### src/rtl/wb_ext_mem_arb.sv
// wb_ext_mem_arb: round-robin N-master Wishbone arbiter for the external memory port.
// A grant is held for the whole master cycle, so bursts are never split. A watchdog
// aborts slave cycles that never respond and drains the owner until it drops cyc.
//
// Ports:
//   clk, rst_sys_n          sole clock, async active-low reset
//   m_*_i                   master request buses, master k in slice k
//   m_dat_o                 shared read data (always the slave read data)
//   m_ack_o/m_err_o/m_rty_o per-master responses, routed to the owner only
//   s_*_o                   slave side, mirrors the owner while BUSY, 0 otherwise
//   s_dat_i, s_ack_i/err/rty slave read data and responses
//   grant_o                 one-hot owner, 0 while idle
//   timeout_o               one-cycle pulse when the watchdog aborts a cycle
module wb_ext_mem_arb #(
  parameter int unsigned NUM_MASTERS = 2,
  parameter int unsigned ADDR_WIDTH  = 27,
  parameter int unsigned DATA_WIDTH  = 32,
  parameter int unsigned TIMEOUT     = 255
) (
  input  logic                                clk,
  input  logic                                rst_sys_n,
  input  logic [NUM_MASTERS*ADDR_WIDTH-1:0]   m_adr_i,
  input  logic [NUM_MASTERS*DATA_WIDTH-1:0]   m_dat_i,
  input  logic [NUM_MASTERS*DATA_WIDTH/8-1:0] m_sel_i,
  input  logic [NUM_MASTERS-1:0]              m_we_i,
  input  logic [NUM_MASTERS-1:0]              m_cyc_i,
  input  logic [NUM_MASTERS-1:0]              m_stb_i,
  input  logic [NUM_MASTERS*3-1:0]            m_cti_i,
  input  logic [NUM_MASTERS*2-1:0]            m_bte_i,
  output logic [DATA_WIDTH-1:0]               m_dat_o,
  output logic [NUM_MASTERS-1:0]              m_ack_o,
  output logic [NUM_MASTERS-1:0]              m_err_o,
  output logic [NUM_MASTERS-1:0]              m_rty_o,
  output logic [ADDR_WIDTH-1:0]               s_adr_o,
  output logic [DATA_WIDTH-1:0]               s_dat_o,
  output logic [DATA_WIDTH/8-1:0]             s_sel_o,
  output logic                                s_we_o,
  output logic                                s_cyc_o,
  output logic                                s_stb_o,
  output logic [2:0]                          s_cti_o,
  output logic [1:0]                          s_bte_o,
  input  logic [DATA_WIDTH-1:0]               s_dat_i,
  input  logic                                s_ack_i,
  input  logic                                s_err_i,
  input  logic                                s_rty_i,
  output logic [NUM_MASTERS-1:0]              grant_o,
  output logic                                timeout_o
);

  localparam int unsigned SEL_WIDTH = DATA_WIDTH / 8;
  localparam int unsigned IDX_W     = $clog2(NUM_MASTERS);
  localparam int unsigned CNT_W     = (TIMEOUT > 0) ? $clog2(TIMEOUT + 1) : 1;
  localparam int unsigned TO_LAST   = (TIMEOUT > 0) ? TIMEOUT - 1 : 0;
  localparam logic [IDX_W-1:0] LAST_RST = IDX_W'(NUM_MASTERS - 1);

  typedef enum logic [1:0] {
    ST_IDLE,
    ST_BUSY,
    ST_ABORT,
    ST_DRAIN
  } state_t;

  state_t           state;
  state_t           next_state;
  logic [IDX_W-1:0] last;
  logic [CNT_W-1:0] wd_cnt;
  logic [CNT_W-1:0] wd_cnt_nxt;
  logic [IDX_W-1:0] arb_idx;
  logic [IDX_W-1:0] cand;
  logic             arb_found;
  logic             own_cyc;
  logic             own_stb;
  logic             slv_resp;
  logic             wd_hit;

  // Per-master views of the packed request buses
  logic [ADDR_WIDTH-1:0] adr_arr [NUM_MASTERS];
  logic [DATA_WIDTH-1:0] dat_arr [NUM_MASTERS];
  logic [SEL_WIDTH-1:0]  sel_arr [NUM_MASTERS];
  logic [2:0]            cti_arr [NUM_MASTERS];
  logic [1:0]            bte_arr [NUM_MASTERS];

  for (genvar k = 0; k < NUM_MASTERS; k++) begin : g_unpack
    assign adr_arr[k] = m_adr_i[k*ADDR_WIDTH +: ADDR_WIDTH];
    assign dat_arr[k] = m_dat_i[k*DATA_WIDTH +: DATA_WIDTH];
    assign sel_arr[k] = m_sel_i[k*SEL_WIDTH +: SEL_WIDTH];
    assign cti_arr[k] = m_cti_i[k*3 +: 3];
    assign bte_arr[k] = m_bte_i[k*2 +: 2];
  end

  // 'last' always holds the current owner's index outside IDLE
  assign own_cyc  = m_cyc_i[last];
  assign own_stb  = m_stb_i[last];
  assign slv_resp = s_ack_i | s_err_i | s_rty_i;
  assign m_dat_o  = s_dat_i;

  // A response in the terminal count cycle wins over the abort
  assign wd_hit = (TIMEOUT != 0) && own_stb && !slv_resp && (wd_cnt == CNT_W'(TO_LAST));

  assign wd_cnt_nxt = ((state == ST_BUSY) && own_stb && !slv_resp) ? wd_cnt + CNT_W'(1)
                                                                      : '0;

  // Round-robin search starting just after the previous owner
  always_comb begin
    arb_idx   = last;
    arb_found = 1'b0;
    cand      = last;
    for (int unsigned i = 1; i <= NUM_MASTERS; i++) begin
      cand = IDX_W'((32'(last) + i) % NUM_MASTERS);
      if (!arb_found && m_cyc_i[cand]) begin
        arb_found = 1'b1;
        arb_idx   = cand;
      end
    end
  end

  // State register
  always_ff @(posedge clk or negedge rst_sys_n) begin
    if (!rst_sys_n) begin
      state <= ST_IDLE;
    end else begin
      state <= next_state;
    end
  end

  // Next state, slave-side mux and response routing
  always_comb begin
    next_state = state;
    s_adr_o    = '0;
    s_dat_o    = '0;
    s_sel_o    = '0;
    s_we_o     = 1'b0;
    s_cyc_o    = 1'b0;
    s_stb_o    = 1'b0;
    s_cti_o    = '0;
    s_bte_o    = '0;
    m_ack_o    = '0;
    m_err_o    = '0;
    m_rty_o    = '0;
    timeout_o  = 1'b0;
    case (state)
      ST_IDLE: begin
        if (arb_found) next_state = ST_BUSY;
      end
      ST_BUSY: begin
        s_adr_o = adr_arr[last];
        s_dat_o = dat_arr[last];
        s_sel_o = sel_arr[last];
        s_we_o  = m_we_i[last];
        s_cyc_o = own_cyc;
        s_stb_o = own_stb;
        s_cti_o = cti_arr[last];
        s_bte_o = bte_arr[last];
        m_ack_o = grant_o & {NUM_MASTERS{s_ack_i}};
        m_err_o = grant_o & {NUM_MASTERS{s_err_i}};
        m_rty_o = grant_o & {NUM_MASTERS{s_rty_i}};
        if (!own_cyc) begin
          next_state = ST_IDLE;
        end else if (wd_hit) begin
          next_state = ST_ABORT;
        end
      end
      ST_ABORT: begin
        m_err_o    = grant_o;
        timeout_o  = 1'b1;
        next_state = ST_DRAIN;
      end
      ST_DRAIN: begin
        if (!own_cyc) next_state = ST_IDLE;
      end
      default: next_state = ST_IDLE;
    endcase
  end

  // Grant, priority pointer and watchdog counter
  always_ff @(posedge clk or negedge rst_sys_n) begin
    if (!rst_sys_n) begin
      grant_o <= '0;
      last    <= LAST_RST;
      wd_cnt  <= '0;
    end else begin
      wd_cnt <= wd_cnt_nxt;
      if ((state == ST_IDLE) && arb_found) begin
        grant_o <= NUM_MASTERS'(1) << arb_idx;
        last    <= arb_idx;
      end else if (next_state == ST_IDLE) begin
        grant_o <= '0;
      end
    end
  end

endmodule

### config.mk
export PLATFORM = sky130hd
export DESIGN_NAME = wb_ext_mem_arb
export DESIGN_NICKNAME = d
export VERILOG_FILES = /design/src/rtl/wb_ext_mem_arb.sv
export SDC_FILE = /design/constraint.sdc
export NUM_CORES = 1
export LEC_CHECK = 0
export CAP_MARGIN = 20
export CORE_AREA = 10 10 103 105
export DETAILED_ROUTE_END_ITERATION = 12
export DIE_AREA = 0 0 113 115
export DONT_BUFFER_PORTS = 1
export SYNTH_ARGS = -nofsm -noshare
export SYNTH_HDL_FRONTEND = slang
export SYNTH_SLANG_ARGS = --single-unit
### constraint.sdc
create_clock -name clk -period 1.85 [get_ports clk]
set_input_delay 0.37 -clock clk [delete_from_list [all_inputs] [get_ports clk]]
set_output_delay 0.37 -clock clk [all_outputs]
set_load 0.01 [all_outputs]
==> flow_metrics.py <==
metrics = {
    "status": {
        "outcome": "finished with violations",
        "violations": "negative setup slack",
    },
    "timing": {
        "holdWs_ps": 268,
        "finalWorstSetupSlack_ps": -114,
        "finClkSkew_ps": 3.70,
        "fin_crit_sh_pct": 106,
        "finalSetupViolCount": 70,
        "maxSlewHeadroom_pct": 59.8,
        "rsz0062_at_grt": "yes",
        "max_freq_mhz": 509,
        "setup_tns_ps": -3990,
        "worst_slew_pin_slew_ps": 601,
        "hold_violations": 0,
        "slew_viol_final": 0,
        "min_period_ps": 1960,
    },
    "global_route": {
        "antenna_found_initial": 0,
        "grt_pass1_wl_um": 13200,
        "gr-total-overflow": 0,
        "grt_max_degree": 45,
        "grtUsageMet3_pct": 6.46,
        "grt_use_met1_pct": 12.7,
        "grt_pass1_vias": 2022,
        "grt_use_total_pct": 12.7,
        "busiest_layer": "met2",
        "gr-usage-met2_pct": 23.3,
    },
    "finish": {
        "syn2layout_area_growth_pct": 23.7,
        "antenna-diode-count": 0,
        "final_util_pct": 30.0,
        "nNetsFinal": 444,
        "drive_gt1_share_pct": 34.5,
    },
    "place": {
        "routabilityCongestion": 0.801,
        "dpl.hpwl_um": 8330,
        "dp_slack_ps": 0.281,
        "port-buffer-count": 0,
    },
    "worst_setup_path": {
        "crit_chain": "buf_12 -> buf_16 -> mux2i_2 -> nor2_2",
        "crit_type": "reg2out",
        "crit_fanout": 18,
        "r2r_start": "last",
        "cp-end-kind": "output pin",
        "startpoint_type": "flip-flop",
        "max_stage_delay_ps": 670,
        "slowest_stage": "dfstp_4",
        "cp.required_ps": 1480,
        "r2r_slack_ps": 160,
        "crit_arrival_ps": 1590,
        "r2r_cells": 4,
        "reg2reg_to": "grant_o[0]",
    },
    "route": {
        "drtAntennaViolNets": 0,
        "vias": 1946,
        "routed_wl_um": 10200,
        "via_per_inst": 5.32,
        "first_iter_violations": 176,
        "dr.pass1.iters": 4,
        "drcViolationCount": 0,
        "wl_per_cell_um": 27.9,
    },
    "yosys": {
        "yosys_register_bits": 13,
        "yosys_warnings": 0,
        "synth_cell_types": 35,
        "synth_edf_count": 0,
        "synth_area_per_cell_um2": 7.61,
        "syn_area_um2": 2080,
        "syn_nets": 458,
        "synthTopCellsByCount": "nor2_1, mux2i_1, buf_4",
        "async_flop_share_pct": 100,
        "synth_cells": 273,
        "ys_seq_area_share_pct": 15.7,
        "yosysMostFrequentCell": "nor2_1",
        "yosysTopAreaCellShare_pct": 34.2,
        "synth_ff_type": "dfrtp_1",
        "synth_top_cell_by_area": "mux2i_1",
        "synthTopCellsByArea": "mux2i_1, dfrtp_1, nor2_1",
    },
    "clock_network": {
        "cts_root_buffer": "clkbuf_8",
        "cts.clk_slew.worst_paths_ps": 60,
        "cts_buffer_depth": 2,
        "cts_sinks": 13,
        "cts_buffers": 3,
        "cts_max_level": 1,
        "clock_latency_ps": 240,
        "cts_tree": "yes",
    },
    "floorplan": {
        "die-height_um": 115,
        "core_um2": 8550,
        "fp.dieW_um": 113,
        "die-area_um2": 13000,
        "io_pins": 291,
        "rows": 34,
        "initial_core_util_pct": 24.3,
    },
    "power_and_ir_drop": {
        "power_density_nw_per_um2": 1680,
        "ir_drop_uv": 447,
        "p_leak_nw": 1.06,
    },
    "min_path": {
        "holdPathEnd": "last",
        "min_path_type": "in2reg",
        "hold_path.startpoint": "m_cyc_i[1]",
        "worstHoldPathCells": 2,
    },
    "flow_run": {
        "maxCapViolations": 0,
    },
}
## metal layers
layer	wire, µm	vias up
li1	-	852
met3	1300	18
met2	5430	159
met1	3380	917
met4	96	0
met5	0	-
## sequential cells by signal, summed over array words and instances (netlist names)
register  count
last          1
state         2
wd_cnt        8
grant_o       2
## worst max path at each step
stage                     startpoint          end  slack (ps)  cells after the start
after floorplan                 last   s_adr_o[0]         230                      4
after global placement          last  s_dat_o[13]          70                      4
after detailed placement        last  s_dat_o[26]         0.3                      4
after CTS                       last  s_dat_o[31]        -120                      5
after global routing            last   s_dat_o[3]        -180                      5
final                           last   s_cti_o[0]        -110                      4
## cells in the final DEF, fill, tap and decap left out, drive strengths merged, types with 3 or more instances in the layout
master	netlist	routed
nor2	82	82
mux2i	71	71
buf	41	26
dfrtp	12	12
inv	7	7
a21oi	6	6
ha	6	6
nand2	5	5
clkbuf	7	5
nand3	4	4
and3	4	4
or3	3	3
nand2b	3	3
xnor2	3	3
## metrics by stage
stage	std cells	total power (W)	cell area (µm²)
6_report	366	0.00432	2570
5_1_grt	366	0.00459	2570
4_1_cts	362	0.00394	2360
3_5_place_dp	352	0.00313	2080
3_3_place_gp	352	0.00306	2080
2_1_floorplan	273	0.00245	2080
## where the power goes
group          total [W]  internal, W  leakage [nW]  switching, W
clock network   0.000257     0.000149        0.0255      0.000108
logic            0.00362      0.00169         0.864       0.00193
registers       0.000449     0.000359         0.173     0.0000900
## layout make-up
class / count / area, µm²
fill: 907 / 5980
multi-input combinational: 205 / 1610
timing repair buffer: 29 / 417
sequential: 13 / 332
tap: 108 / 135
clock buffer: 3 / 41.3
inverter: 7 / 26.3
clock inverter: 1 / 5.00
## repair_timing
item | in CTS | in global routing
buffers inserted | 2 | 3
pin swaps | 1 | 1
endpoints found under the hold margin | 13 | 0
cloned | 3 | 2
setup endpoints to repair | 73 | 75
hold buffers | 1 | 0
gates resized for setup | 29 | 40
## worst max-delay path, delay by kind of cell (launching register included)
kind | cells | cell delay (ps)
flip-flops | 1 | 670
multiplexers | 1 | 260
AND/OR/NAND/NOR | 1 | 80
buffers and inverters | 2 | 330
## cells by family after synthesis
kind of cell,synth area share (%)
xor gates and xnor gates,2.11
muxes,35.3
DFF,15.7
adders and majority gates,3.61
buffers and inverters,16.6
AOI/OAI and AO/OA,4.28
and+or+nand+nor,22.4
Power figures use the tool's default switching activity.
